===== config.mk =====
export PLATFORM = sky130hd
export DESIGN_NAME = div_unit_flat
export DESIGN_NICKNAME = d
export VERILOG_FILES = /design/src/rtl/div_if.sv /design/src/rtl/div_unit.sv /design/src/flat_wrapper.sv
export SDC_FILE = /design/constraint.sdc
export NUM_CORES = 1
export LEC_CHECK = 0
export BUFFER_PORTS_ARGS = -buffer_cell sky130_fd_sc_hd__buf_4
export CORE_ASPECT_RATIO = 1.4
export CORE_MARGIN = 1
export CORE_UTILIZATION = 60
export CTS_CLUSTER_DIAMETER = 50
export DETAILED_ROUTE_END_ITERATION = 6
export PLACE_DENSITY = 0.79
export SYNTH_ARGS = -nofsm -noshare
export SYNTH_HDL_FRONTEND = slang
export SYNTH_SLANG_ARGS = --single-unit

===== constraint.sdc =====
create_clock -name clk -period 4.55 [get_ports clk]
set_clock_uncertainty 0.2 [all_clocks]
set_input_delay 1.1375 -clock clk [delete_from_list [all_inputs] [get_ports clk]]
set_output_delay 1.1375 -clock clk [all_outputs]
set_load 0.02 [all_outputs]

===== src/rtl/div_if.sv =====
// Handshake and operand bundle between execute-stage control and the divide unit.
interface div_if #(
    parameter int WIDTH = 32
);
    logic             start;
    logic             is_signed;
    logic             is_rem;
    logic [WIDTH-1:0] a;
    logic [WIDTH-1:0] b;
    logic             busy;
    logic             done;
    logic [WIDTH-1:0] y;
    logic             zero;

    modport master (
        output start, is_signed, is_rem, a, b,
        input  busy, done, y, zero
    );

    modport slave (
        input  start, is_signed, is_rem, a, b,
        output busy, done, y, zero
    );
endinterface


===== src/rtl/div_unit.sv =====
// Multi-cycle RV32M-style divide/remainder unit: restoring radix-2, one quotient
// bit per cycle, sign fixup in a final cycle.
//
//   state | meaning
//   IDLE  | waiting for start; y/zero hold the last result
//   CALC  | one restoring iteration per cycle, WIDTH cycles
//   FIX   | sign fixup, register y/zero, pulse done
module div_unit #(
    parameter int WIDTH = 32
) (
    input  logic  clk,
    input  logic  rst_n,
    div_if.slave  bus
);
    localparam int CW = $clog2(WIDTH + 1);
    localparam logic [WIDTH-1:0] MIN_NEG = {1'b1, {(WIDTH-1){1'b0}}};

    typedef enum logic [1:0] {IDLE, CALC, FIX} state_t;

    state_t           state;
    logic [CW-1:0]    count;
    logic [WIDTH:0]   rem;
    logic [WIDTH-1:0] quo;
    logic [WIDTH-1:0] dvs;
    logic             neg_q;
    logic             neg_r;
    logic             rem_sel;
    logic             special;
    logic             done_r;
    logic [WIDTH-1:0] y_r;
    logic             zero_r;

    logic [WIDTH-1:0] abs_a;
    logic [WIDTH-1:0] abs_b;
    logic [WIDTH:0]   shifted;
    logic [WIDTH:0]   trial;
    logic [WIDTH-1:0] res;

    always_comb begin
        abs_a = (bus.is_signed && bus.a[WIDTH-1]) ? (~bus.a + 1'b1) : bus.a;
        abs_b = (bus.is_signed && bus.b[WIDTH-1]) ? (~bus.b + 1'b1) : bus.b;
    end

    // The extra remainder bit keeps the trial subtraction's sign visible.
    always_comb begin
        shifted = {rem[WIDTH-1:0], quo[WIDTH-1]};
        trial   = shifted - {1'b0, dvs};
    end

    always_comb begin
        res = '0;
        if (rem_sel) begin
            res = rem[WIDTH-1:0];
            if (neg_r && !special) res = ~rem[WIDTH-1:0] + 1'b1;
        end else begin
            res = quo;
            if (neg_q && !special) res = ~quo + 1'b1;
        end
    end

    always_ff @(posedge clk or negedge rst_n) begin
        if (!rst_n) begin
            state   <= IDLE;
            count   <= '0;
            rem     <= '0;
            quo     <= '0;
            dvs     <= '0;
            neg_q   <= 1'b0;
            neg_r   <= 1'b0;
            rem_sel <= 1'b0;
            special <= 1'b0;
            done_r  <= 1'b0;
            y_r     <= '0;
            zero_r  <= 1'b1;
        end else begin
            done_r <= 1'b0;
            case (state)
                IDLE: begin
                    if (bus.start) begin
                        rem_sel <= bus.is_rem;
                        neg_q   <= bus.is_signed & (bus.a[WIDTH-1] ^ bus.b[WIDTH-1]);
                        neg_r   <= bus.is_signed & bus.a[WIDTH-1];
                        count   <= CW'(WIDTH);
                        if (bus.b == '0) begin
                            special <= 1'b1;
                            quo     <= '1;
                            rem     <= {1'b0, bus.a};
                            state   <= FIX;
                        end else if (bus.is_signed && bus.a == MIN_NEG && bus.b == '1) begin
                            special <= 1'b1;
                            quo     <= bus.a;
                            rem     <= '0;
                            state   <= FIX;
                        end else begin
                            special <= 1'b0;
                            quo     <= abs_a;
                            dvs     <= abs_b;
                            rem     <= '0;
                            state   <= CALC;
                        end
                    end
                end
                CALC: begin
                    if (!trial[WIDTH]) begin
                        rem <= trial;
                        quo <= {quo[WIDTH-2:0], 1'b1};
                    end else begin
                        rem <= shifted;
                        quo <= {quo[WIDTH-2:0], 1'b0};
                    end
                    count <= count - 1'b1;
                    if (count == CW'(1)) state <= FIX;
                end
                FIX: begin
                    y_r    <= res;
                    zero_r <= (res == '0);
                    done_r <= 1'b1;
                    state  <= IDLE;
                end
                default: state <= IDLE;
            endcase
        end
    end

    assign bus.busy = (state != IDLE);
    assign bus.done = done_r;
    assign bus.y    = y_r;
    assign bus.zero = zero_r;
endmodule


===== src/flat_wrapper.sv =====
// flat-port wrapper written by rule: the top's interface ports become plain ports
module div_unit_flat 
#(
    parameter int WIDTH = 32
)
  (clk, rst_n, bus_start, bus_is_signed, bus_is_rem, bus_a, bus_b, bus_busy, bus_done, bus_y, bus_zero);
  div_if #(.WIDTH(WIDTH)) bus_i ();
  input  logic clk;
  input  logic rst_n;
  input wire logic [$bits(bus_i.start)-1:0] bus_start;
  input wire logic [$bits(bus_i.is_signed)-1:0] bus_is_signed;
  input wire logic [$bits(bus_i.is_rem)-1:0] bus_is_rem;
  input wire logic [$bits(bus_i.a)-1:0] bus_a;
  input wire logic [$bits(bus_i.b)-1:0] bus_b;
  output wire logic [$bits(bus_i.busy)-1:0] bus_busy;
  output wire logic [$bits(bus_i.done)-1:0] bus_done;
  output wire logic [$bits(bus_i.y)-1:0] bus_y;
  output wire logic [$bits(bus_i.zero)-1:0] bus_zero;
  assign bus_i.start = bus_start;
  assign bus_i.is_signed = bus_is_signed;
  assign bus_i.is_rem = bus_is_rem;
  assign bus_i.a = bus_a;
  assign bus_i.b = bus_b;
  assign bus_busy = bus_i.busy;
  assign bus_done = bus_i.done;
  assign bus_y = bus_i.y;
  assign bus_zero = bus_i.zero;
  div_unit #(.WIDTH(WIDTH)) u_core (.clk(clk), .rst_n(rst_n), .bus(bus_i));
endmodule

==> impl_metrics.py <==
metrics = {
    "run_status": {
        "status": "completed",
    },
    "clock_network": {
        "cts_root_buffer": "clkbuf_16",
        "htreeDepth": 4,
        "cts_tree": "done",
        "cts.sinks": 142,
        "cts_made_buffers": 17,
        "clk_pin_slew_ns": 0.06,
        "cts_resized": 0,
        "cts_setup_buffers": 0,
        "clock_latency_ns": 0.42,
        "clockBufferDepth": 2,
        "cts_hold_buf": 0,
    },
    "worst_setup_path": {
        "path_cells": "buf_4 -> or4_1 -> or4_1 -> nor4_2 -> nand4_1 -> nor2_1 -> nor2_1 -> buf_4 -> o21ai_0 -> xnor2_1 -> o22ai_1 -> o21ai_0",
        "rr_endpoint": "u_core.quo[0]$_DFFE_PN0P_",
        "end_kind": "register",
        "start_kind": "input pin",
        "cp_slowest_stage_delay_ns": 0.59,
        "reg2reg_depth": 15,
        "rrSetupSlack_ns": 0.57,
        "criticalPathCategory": "in2reg",
        "cp.arrival_ns": 4.12,
        "cp.required_ns": 4.68,
        "reg2reg_from": "u_core.quo[31]$_DFFE_PN0P_",
        "critPathSlowestCell": "or4_1",
        "cp_max_fo": 23,
    },
    "floorplan": {
        "initial_utilization_pct": 61.95,
        "placeableCoreArea_um2": 17540,
        "die_x_um": 115.7,
        "die-area_um2": 18660,
        "chipHeight_um": 161.2,
        "io-pin-count": 104,
        "num_rows": 57,
    },
    "synth": {
        "syn_nets": 1512,
        "synth_area_leaders": "dfrtp_1, xnor2_1, o21ai_0",
        "synth_ff_type": "dfrtp_1",
        "yosysSeqAreaShare_pct": 32.71,
        "syn_inst": 1403,
        "yosysTopAreaCellShare_pct": 32.47,
        "yosysTopAreaCell": "dfrtp_1",
        "synth.distinct_cells": 71,
        "ys_ff_latch": 142,
        "syn_area_um2": 10870,
        "ys_warn_count": 0,
        "ys_async_sr_fraction_pct": 100.0,
        "syn_avg_cell_area_um2": 7.746,
        "synth_edf_count": 0,
    },
    "hold_path": {
        "hold_start": "u_core.bus.zero$_DFFE_PN1P_",
        "whs_endpoint": "u_core.bus.zero$_DFFE_PN1P_",
        "worst_hold_path.num_cells": 2,
        "hp-class": "reg2reg",
    },
    "route": {
        "routedWlPerCell_um": 17.33,
        "ant_nets": 0,
        "drt-vias-per-instance": 6.066,
        "route.detailed.drc": 0,
        "route.vias.total": 10450,
        "drt-initial-drc-count": 809,
        "dr.pass1.iters": 5,
        "drt_wl_total_um": 29840,
    },
    "cells_and_area": {
        "n_antenna_cell": 0,
        "fill_cells": 1515,
        "syn2layout_area_growth_pct": 14.83,
        "nNetsFinal": 1584,
        "design_area_um2": 12480,
        "drive_gt1_share_pct": 12.45,
    },
    "timing": {
        "slew_violations": 0,
        "rsz0062_at_grt": "no",
        "relSlewSlack_pct": 26.61,
        "layout_min_cycle_time_ns": 3.985,
        "setup_viol": 0,
        "tns_ns": 0,
        "hold_viol": 0,
        "fmax_mhz": 251.0,
        "post-route-period-util_pct": 87.58,
        "max_slew.worst_pin.slew_ns": 1.098,
    },
    "pwr": {
        "cellPowerDensity_nw_per_um2": 824.6,
        "p_leak_nw": 5.338,
        "ir_worst_vdd_mv": 0.5842,
    },
    "grt": {
        "grt_usage_pct": 33.33,
        "grt_max_degree": 87,
        "grt_pass1_vias": 10020,
        "grt_overflow_total": 0,
        "antenna_found_initial": 0,
        "grt_pass1_wl_um": 48980,
    },
    "place": {
        "placed_cell_area_um2": 11930,
        "hpwl_um": 22780,
        "port_buffers": 103,
        "gp_congestion": 0.9298,
    },
    "job": {
        "drv_cap": 0,
    },
}
critical path: cells and delay by family:
kind / cells / cell delay (ns)
and+or+nand+nor: 6 / 2.10
AOI/OAI and AO/OA: 3 / 0.39
buffers and inverters: 2 / 0.35
xor gates and xnor gates: 1 / 0.15
routing by layer:
layer	vias to the layer above	global-route usage, %	part of all wire [%]
met5	-	0	0
met4	0	14.28	3.3
met3	82	3.902	6.5
met2	400	58.14	50
met1	4820	41.09	40
li1	5144	-	-
logic make-up after synthesis:
family	count (synthesis)	synth area share, %
XOR/XNOR	141	11.36
adder cells (fa/ha/maj)	40	4.674
AO/OA/AOI/OAI	449	24.43
buffers and inverters	140	4.927
flip-flops	142	32.71
AND/OR/NAND/NOR	476	20.48
multiplexers	15	1.416
cell usage after synthesis (4+ instances only):
| cell | count |
|---|---|
| o211ai_1 | 5 |
| nor3_1 | 29 |
| o41ai_1 | 9 |
| nor4_1 | 15 |
| dfrtp_1 | 141 |
| o22ai_1 | 55 |
| a31oi_1 | 15 |
| buf_2 | 4 |
| o21bai_1 | 7 |
| a21oi_1 | 128 |
| o21ai_0 | 142 |
| and3_1 | 12 |
| nand4_1 | 16 |
| nor2b_1 | 5 |
| nand2_1 | 177 |
| or4_1 | 13 |
| ha_1 | 39 |
| nor2_1 | 130 |
| o21ai_1 | 6 |
| mux2i_1 | 12 |
| o31ai_1 | 22 |
| a21o_1 | 21 |
| nand2b_1 | 14 |
| inv_1 | 59 |
| nand3_1 | 29 |
| o21a_1 | 4 |
| clkbuf_1 | 71 |
| xnor2_1 | 99 |
| a211oi_1 | 9 |
| xor2_1 | 42 |
| and2_1 | 5 |
| or3_1 | 10 |
flip-flops by register name, indices dropped and copies added, names as in the netlist:
register and count:
u_core.bus.y 32, u_core.dvs 32, u_core.quo 32, u_core.rem 32
u_core.count 6, u_core.state 2, u_core.bus.done 1, u_core.bus.zero 1
u_core.neg_q 1, u_core.neg_r 1, u_core.rem_sel 1, u_core.special 1
power by group:
group / switching (mW) / leakage, nW / internal (mW)
registers: 0.758 / 1.72 / 1.89
clock network: 0.529 / 0.260 / 0.772
logic: 3.59 / 3.36 / 2.74
total: 4.88 / 5.34 / 5.41
worst max path at each step:
stage / startpoint / to / slack [ns] / cells after the start
2_1_floorplan: bus_b[8] / u_core.rem[12]$_DFFE_PN0P_ / 0.67 / 10
3_3_place_gp: bus_a[4] / u_core.quo[9]$_DFFE_PN0P_ / 0.31 / 12
3_5_place_dp: bus_a[4] / u_core.quo[27]$_DFFE_PN0P_ / 0.18 / 12
4_1_cts: u_core.quo[31]$_DFFE_PN0P_ / u_core.quo[0]$_DFFE_PN0P_ / 0.56 / 15
5_1_grt: u_core.quo[31]$_DFFE_PN0P_ / u_core.quo[0]$_DFFE_PN0P_ / 0.30 / 15
6_report: bus_a[4] / u_core.quo[13]$_DFFE_PN0P_ / 0.57 / 12
cell type report:
type	instances	area, um^2	area share [%]
tap	236	295.3	2.366
clock buffer	20	456.7	3.660
inverter	60	225.2	1.805
sequential	142	3555	28.48
clock inverter	10	92.59	0.7419
timing repair buffer	133	1040	8.332
multi-input combinational	1121	6815	54.61
metrics by stage:
| step | utilization, % | hold WS, ns | worst slack (ns) | instances | total power, mW |
|---|---|---|---|---|---|
| final | 71.13 | 0.2652 | 0.5652 | 1722 | 10.29 |
| after global routing | 71.13 | 0.2992 | 0.3012 | 1722 | 11.14 |
| after CTS | 71.13 | 0.2668 | 0.5560 | 1722 | 10.21 |
| after detailed placement | 68.00 | 0.2579 | 0.1800 | 1692 | 8.868 |
| after global placement | 68.00 | 0.2568 | 0.3086 | 1692 | 8.670 |
| after floorplan | - | 0.2488 | 0.6654 | 1403 | 7.251 |
placed cells by master, fill, tap and decap left out, drive strengths merged, types with 14 or more instances in the layout:
cell	instances
nand2b	14
nand2	177
nor3	32
clkbuf	20
xor2	42
o22ai	55
dfrtp	141
nor2	130
xnor2	99
nor4	16
nand4	16
ha	39
buf	133
a21o	21
inv	59
a31oi	15
o31ai	24
a21oi	128
o21ai	148
or4	15
nand3	29
No activity file was read; power rests on OpenSTA's default activity.
